===== config.mk =====
export PLATFORM = sky130hd
export DESIGN_NAME = calc_core_param
export DESIGN_NICKNAME = d
export VERILOG_FILES = /design/src/rtl/calc_pkg.sv /design/src/rtl/calc_seq_muldiv.sv /design/src/rtl/calc_core_param.sv
export SDC_FILE = /design/constraint.sdc
export NUM_CORES = 1
export LEC_CHECK = 0
export CORE_MARGIN = 2
export CORE_UTILIZATION = 51
export DETAILED_ROUTE_END_ITERATION = 10
export PLACE_DENSITY = 0.71
export SLEW_MARGIN = 20
export SYNTH_ARGS = -nofsm -noshare
export SYNTH_HDL_FRONTEND = slang
export SYNTH_HIERARCHICAL = 1
export SYNTH_SLANG_ARGS = --single-unit

===== constraint.sdc =====
create_clock -name clk -period 5.26 [get_ports clk]
set_clock_uncertainty 0.1 [all_clocks]
set_input_delay 0.526 -clock clk [delete_from_list [all_inputs] [get_ports clk]]
set_output_delay 0.526 -clock clk [all_outputs]
set_load 0.03 [all_outputs]

===== src/rtl/calc_pkg.sv =====
// Shared key codes, FSM states and operation encoding for the calculator core.
package calc_pkg;

    localparam logic [3:0] KEY_ADD = 4'd0;
    localparam logic [3:0] KEY_SUB = 4'd1;
    localparam logic [3:0] KEY_MUL = 4'd2;
    localparam logic [3:0] KEY_DIV = 4'd3;
    localparam logic [3:0] KEY_EQU = 4'd4;
    localparam logic [3:0] KEY_CLR = 4'd5;

    typedef enum logic [1:0] {
        IDLE,
        WAIT_B,
        EXEC,
        DONE
    } state_t;

    // Operation codes mirror the low two bits of the operator keys.
    typedef enum logic [1:0] {
        OP_ADD = 2'd0,
        OP_SUB = 2'd1,
        OP_MUL = 2'd2,
        OP_DIV = 2'd3
    } op_t;

endpackage


===== src/rtl/calc_seq_muldiv.sv =====
// Iterative unsigned shift-add multiplier and restoring divider sharing one
// 2*WIDTH accumulator; one iteration per clock, WIDTH iterations per operation.
module calc_seq_muldiv #(
    parameter int WIDTH = 8
) (
    input  logic               clk,
    input  logic               rst,
    input  logic               start,
    input  logic               op_is_div,
    input  logic [WIDTH-1:0]   a,
    input  logic [WIDTH-1:0]   b,
    output logic               done,
    output logic [2*WIDTH-1:0] prod_or_qr
);
    localparam int CW = $clog2(WIDTH + 1);

    logic [2*WIDTH-1:0] acc;
    logic [2*WIDTH-1:0] acc_n;
    logic [WIDTH-1:0]   opnd;
    logic               div_mode;
    logic [CW-1:0]      cnt;
    logic [WIDTH:0]     mul_sum;
    logic [WIDTH:0]     div_shift;
    logic               div_borrow;
    logic [WIDTH-1:0]   div_rem;

    // Multiply: acc = {partial product, remaining multiplier bits}.
    // Divide:   acc = {partial remainder, dividend shifting into quotient}.
    always_comb begin
        mul_sum    = {1'b0, acc[2*WIDTH-1:WIDTH]} + (acc[0] ? {1'b0, opnd} : '0);
        div_shift  = {acc[2*WIDTH-1:WIDTH], acc[WIDTH-1]};
        div_borrow = div_shift < {1'b0, opnd};
        div_rem    = WIDTH'(div_shift - {1'b0, opnd});
        if (div_mode) begin
            acc_n = div_borrow ? {div_shift[WIDTH-1:0], acc[WIDTH-2:0], 1'b0}
                               : {div_rem, acc[WIDTH-2:0], 1'b1};
        end else begin
            acc_n = {mul_sum, acc[WIDTH-1:1]};
        end
    end

    always_ff @(posedge clk) begin
        if (!rst) begin
            cnt      <= '0;
            div_mode <= 1'b0;
        end else if (start) begin
            cnt      <= CW'(WIDTH);
            div_mode <= op_is_div;
        end else if (cnt != '0) begin
            cnt <= cnt - CW'(1);
        end
    end

    always_ff @(posedge clk) begin
        if (start) begin
            acc  <= op_is_div ? {{WIDTH{1'b0}}, a} : {{WIDTH{1'b0}}, b};
            opnd <= op_is_div ? b : a;
        end else if (cnt != '0) begin
            acc <= acc_n;
        end
    end

    // done marks the cycle doing the final iteration; prod_or_qr is that
    // iteration's outcome so the caller can register it on the same edge.
    assign done       = (cnt == CW'(1));
    assign prod_or_qr = acc_n;

endmodule


===== src/rtl/calc_core_param.sv =====
// WIDTH-bit unsigned calculator core: key-strobe FSM, single-cycle add/sub,
// iterative mul/div via calc_seq_muldiv, registered 2*WIDTH result and flags.
module calc_core_param
    import calc_pkg::*;
#(
    parameter int WIDTH = 8
) (
    input  logic               clk,
    input  logic               rst,
    input  logic               key_valid,
    input  logic [3:0]         key,
    input  logic [WIDTH-1:0]   data_in,
    output logic               busy,
    output logic [2*WIDTH-1:0] result,
    output logic               result_valid,
    output logic               overflow,
    output logic               div_error
);
    state_t             state;
    state_t             state_n;
    op_t                op;
    logic [WIDTH-1:0]   a_reg;
    logic [WIDTH-1:0]   b_reg;
    logic               key_op;
    logic               key_equ;
    logic               key_clr;
    logic               load_a;
    logic               load_op;
    logic               load_b;
    logic               start_md;
    logic               finish;
    logic               md_done;
    logic [2*WIDTH-1:0] md_result;
    logic [2*WIDTH-1:0] result_n;
    logic [WIDTH:0]     add_sum;
    logic [WIDTH:0]     sub_diff;
    logic               b_zero;
    logic               overflow_n;
    logic               div_error_n;

    assign key_op  = key_valid && (key <= KEY_DIV);
    assign key_equ = key_valid && (key == KEY_EQU);
    assign key_clr = key_valid && (key == KEY_CLR);
    assign b_zero  = (b_reg == '0);
    assign busy    = (state == EXEC);

    // The iterative unit loads B straight from data_in on the EQU edge.
    calc_seq_muldiv #(
        .WIDTH(WIDTH)
    ) u_muldiv (
        .clk       (clk),
        .rst       (rst),
        .start     (start_md),
        .op_is_div (op == OP_DIV),
        .a         (a_reg),
        .b         (data_in),
        .done      (md_done),
        .prod_or_qr(md_result)
    );

    always_comb begin
        state_n  = state;
        load_a   = 1'b0;
        load_op  = 1'b0;
        load_b   = 1'b0;
        start_md = 1'b0;
        finish   = 1'b0;
        case (state)
            IDLE: begin
                if (key_op) begin
                    load_a  = 1'b1;
                    load_op = 1'b1;
                    state_n = WAIT_B;
                end
            end
            WAIT_B: begin
                if (key_op) begin
                    load_op = 1'b1;
                end else if (key_equ) begin
                    load_b   = 1'b1;
                    start_md = 1'b1;
                    state_n  = EXEC;
                end
            end
            EXEC: begin
                case (op)
                    OP_MUL:  finish = md_done;
                    OP_DIV:  finish = b_zero || md_done;
                    default: finish = 1'b1;
                endcase
                if (finish) state_n = DONE;
            end
            default: state_n = IDLE;
        endcase
        // CLR overrides every transition, including a completion.
        if (key_clr) begin
            state_n  = IDLE;
            load_a   = 1'b0;
            load_op  = 1'b0;
            load_b   = 1'b0;
            start_md = 1'b0;
            finish   = 1'b0;
        end
    end

    always_comb begin
        add_sum     = {1'b0, a_reg} + {1'b0, b_reg};
        sub_diff    = {1'b0, a_reg} - {1'b0, b_reg};
        result_n    = md_result;
        overflow_n  = 1'b0;
        div_error_n = 1'b0;
        case (op)
            OP_ADD: begin
                result_n   = {{(WIDTH-1){1'b0}}, add_sum};
                overflow_n = add_sum[WIDTH];
            end
            OP_SUB: begin
                result_n   = {{WIDTH{1'b0}}, sub_diff[WIDTH-1:0]};
                overflow_n = sub_diff[WIDTH];
            end
            OP_DIV: begin
                if (b_zero) begin
                    result_n    = '0;
                    div_error_n = 1'b1;
                end
            end
            default: ;
        endcase
    end

    always_ff @(posedge clk) begin
        if (!rst) state <= IDLE;
        else      state <= state_n;
    end

    always_ff @(posedge clk) begin
        if (!rst || key_clr) begin
            a_reg        <= '0;
            b_reg        <= '0;
            op           <= OP_ADD;
            result       <= '0;
            result_valid <= 1'b0;
            overflow     <= 1'b0;
            div_error    <= 1'b0;
        end else begin
            if (load_a)  a_reg <= data_in;
            if (load_op) op    <= op_t'(key[1:0]);
            if (load_b)  b_reg <= data_in;
            result_valid <= finish;
            // The outputs change only here; they are held through IDLE.
            if (finish) begin
                result    <= result_n;
                overflow  <= overflow_n;
                div_error <= div_error_n;
            end
        end
    end

endmodule

==> results.yml <==
status:
  status: "finished, final reports clean"
routing:
  drt-initial-drc-count: 353
  first_pass_iters: 7
  antenna_left: 0
  drt-total-wl_um: 11800
  viasPerCell: 5.93
  wl_per_cell_um: 17.2
  vias: 4066
  drc: 0
power:
  power_density_nw_per_um2: 460
  ir_drop_uv: 194
  leakagePower_nw: 2.13
place:
  place_hpwl_um: 9010
  dp.cells: 670
  portBuffers: 34
  gp_congestion: 0.902
global_routing:
  grtUsageTotal_pct: 24.4
  grt.overflow.total: 0
  grt_pass1_wl_um: 19200
  grt_antenna_before_repair: 0
  grt_pass1_vias: 3861
  grt_max_degree: 45
worst_setup_path:
  worst_r2r_startpoint: "u_muldiv/acc[0]"
  r2r_end: "result[15]"
  crit_chain: "and2_1 -> ha_1 -> a2111oi_0 -> nand2b_1 -> a311oi_1 -> a31oi_1 -> a22oi_1 -> nor2_1"
  max_stage_delay_ns: 0.57
  reg2reg_setup_slack_ns: 2.55
  cp-start-kind: "register"
  r2r_cells: 8
  critPathRequiredTime_ns: 5.37
  path_max_fanout: 9
  cp-end-kind: "register"
  worst_path_max_delay_cell: "a2111oi_0"
  worstPathArrival_ns: 2.82
  worstSetupPathType: "reg -> reg"
logic_synthesis:
  synth-edff-count: 24
  ys_async_sr_fraction_pct: 0
  synth_nets: 601
  synthFlopType: "dfxtp_1"
  netlist_instances: 542
  synth_cell_types: 61
  postSynthAreaPerCell_um2: 8.66
  ys_seq_area_share_pct: 34.1
  syn-cell-area_um2: 4690
  ys_ff_latch: 68
  ys_warn_count: 6
clock_network:
  cts_resized: 0
  clockBufferDepth: 2
  clkLatencyLatePin_ns: 0.35
  post_cts_buffers: 0
  cts_tree: "done"
  ctsHoldBuffers: 0
  path_clk_slew_ns: 0.08
  cts_buffers: 9
  cts_root_buffer: "clkbuf_8"
  clock-sinks: 68
  cts_max_level: 3
worst_hold_path:
  min_path_cells: 2
  hold_class: "reg -> reg"
  hp-start: "div_error"
  min_to: "div_error"
timing:
  hold_violations: 0
  maxSlewViolCount: 0
  tightest_slew_ns: 1.07
  rsz0062_at_grt: "no"
  fin_crit_ns: 2.71
  fin_setup_tns_ns: 0
  finalCritPeriodShare_pct: 51.5
  relSlewSlack_pct: 28.8
  setup_viol: 0
  timing.fmax_ghz: 0.369
cells_and_area:
  layout-drive-gt1-share_pct: 9.74
  instances_no_fill: 686
  reg_top3: "result (16), u_muldiv/acc (16)"
  area_delta_synth_final_pct: 13.8
  fin_nets: 629
  num_antenna_cells: 0
die:
  initial_core_util_pct: 51.8
  die_area_um2: 9990
  pin_count: 35
  die_h_um: 99.9
  rows: 35
  die_x_um: 99.9
  coreArea_um2: 9060
run:
  drv_cap: 0
==> synthesized netlist by cell type, drive strengths merged, types with 4 or more instances <==
cell | count | area share (%)
a211oi | 4 | 0.64
a21o | 8 | 1.4
a21oi | 58 | 7.0
a221oi | 5 | 0.93
a22oi | 10 | 1.6
a311oi | 6 | 1.1
a31oi | 10 | 1.5
and2 | 11 | 1.5
buf | 6 | 0.88
clkbuf | 13 | 1.0
dfxtp | 44 | 19
edfxtp | 24 | 15
fa | 4 | 1.7
ha | 40 | 11
inv | 40 | 3.2
mux2 | 16 | 3.8
mux2i | 13 | 2.8
nand2 | 64 | 5.3
nand2b | 10 | 1.3
nand3 | 12 | 1.4
nor2 | 50 | 4.0
nor2b | 5 | 0.67
nor3 | 4 | 0.43
o2111ai | 4 | 0.75
o21ai | 27 | 2.9
or2 | 4 | 0.53
or3 | 5 | 0.67
xnor2 | 6 | 1.1
xor2 | 5 | 0.93
==> where the power goes <==
part | total, mW | internal (mW) | switching, mW
combinational | 1.14 | 0.454 | 0.684
sequential | 0.805 | 0.708 | 0.0969
clock | 0.516 | 0.309 | 0.207
total | 2.46 | 1.47 | 0.988
==> metal layers <==
layer	global-route usage [%]	part of all wire [%]	vias to the layer above	wire, um
met4	6.43	1.5	0	172
li1	-	-	2003	-
met2	40.0	48	123	5650
met3	4.74	4.8	13	571
met1	33.2	46	1927	5390
met5	0	0	-	0
==> cells by family (layout without fill, tap and decap cells) <==
group	Yosys count	count (layout)	share of synthesized area, %
AO/OA/AOI/OAI	153	153	21.6
flip-flops	68	68	34.1
AND/OR/NAND/NOR	177	177	18.1
multiplexers	29	29	6.61
adder cells (fa/ha/maj)	44	44	12.4
buffers and inverters	60	93	5.20
XOR/XNOR	11	11	2.05
==> metrics by stage <==
step / util (%) / setup slack (ns) / cell area [um2] / hold slack [ns] / power [mW]
after floorplan: - / 2.74 / 4690 / 0.366 / 1.63
after global placement: 56.2 / 2.50 / 5100 / 0.345 / 1.90
after detailed placement: 56.2 / 2.43 / 5100 / 0.356 / 1.94
after CTS: 58.9 / 2.58 / 5340 / 0.373 / 2.46
after global routing: 59.0 / 2.27 / 5340 / 0.393 / 2.64
final: 59.0 / 2.55 / 5340 / 0.365 / 2.46
==> critical path, delay by kind of cell (launching register included) <==
kind | cells | cell delay, ns
DFF | 1 | 0.53
and+or+nand+nor | 3 | 0.38
adders and majority gates | 1 | 0.34
AOI/OAI and AO/OA | 4 | 1.22
==> cells in the final DEF (no fill, tap or decap), types with 3 or more instances in the layout <==
cell type,synthesis,final
nand2_1,63,62
a21oi_1,52,52
nor2_1,50,50
dfxtp_1,44,44
inv_1,40,40
ha_1,40,40
clkdlybuf4s50_1,0,34
o21ai_0,27,27
edfxtp_1,24,24
mux2_2,16,16
mux2i_1,13,13
nand3_1,11,11
nand2b_1,10,10
a22oi_1,10,10
and2_1,10,10
clkbuf_8,0,10
a31oi_1,9,9
a21o_1,7,7
xnor2_1,6,6
a311oi_1,6,6
or3_1,5,5
nor2b_1,5,5
a221oi_1,5,5
xor2_1,5,5
or2_2,4,4
o2111ai_1,4,4
a21oi_2,4,4
a211oi_1,4,4
nor3_1,4,4
fa_1,4,4
o22ai_1,3,3
o211ai_1,3,3
o21a_1,3,3
==> worst max-delay path by stage <==
| stage | from | to | slack [ns] |
|---|---|---|---|
| 2_1_floorplan | key[3] | u_muldiv/acc[0] | 2.74 |
| 3_3_place_gp | key[3] | u_muldiv/acc[8] | 2.50 |
| 3_5_place_dp | key[3] | u_muldiv/acc[8] | 2.43 |
| 4_1_cts | u_muldiv/acc[0] | result[15] | 2.58 |
| 5_1_grt | u_muldiv/acc[0] | result[14] | 2.27 |
| 6_report | u_muldiv/acc[0] | result[15] | 2.55 |
==> area by class of cell <==
class | instances | area [um2]
tap | 111 | 139
fill | 802 | 3720
timing repair buffer | 36 | 355
inverter | 41 | 154
sequential | 68 | 1600
multi-input combinational | 414 | 2850
clock buffer | 11 | 163
clock inverter | 5 | 80.1
(Power assumes the default switching activity.)
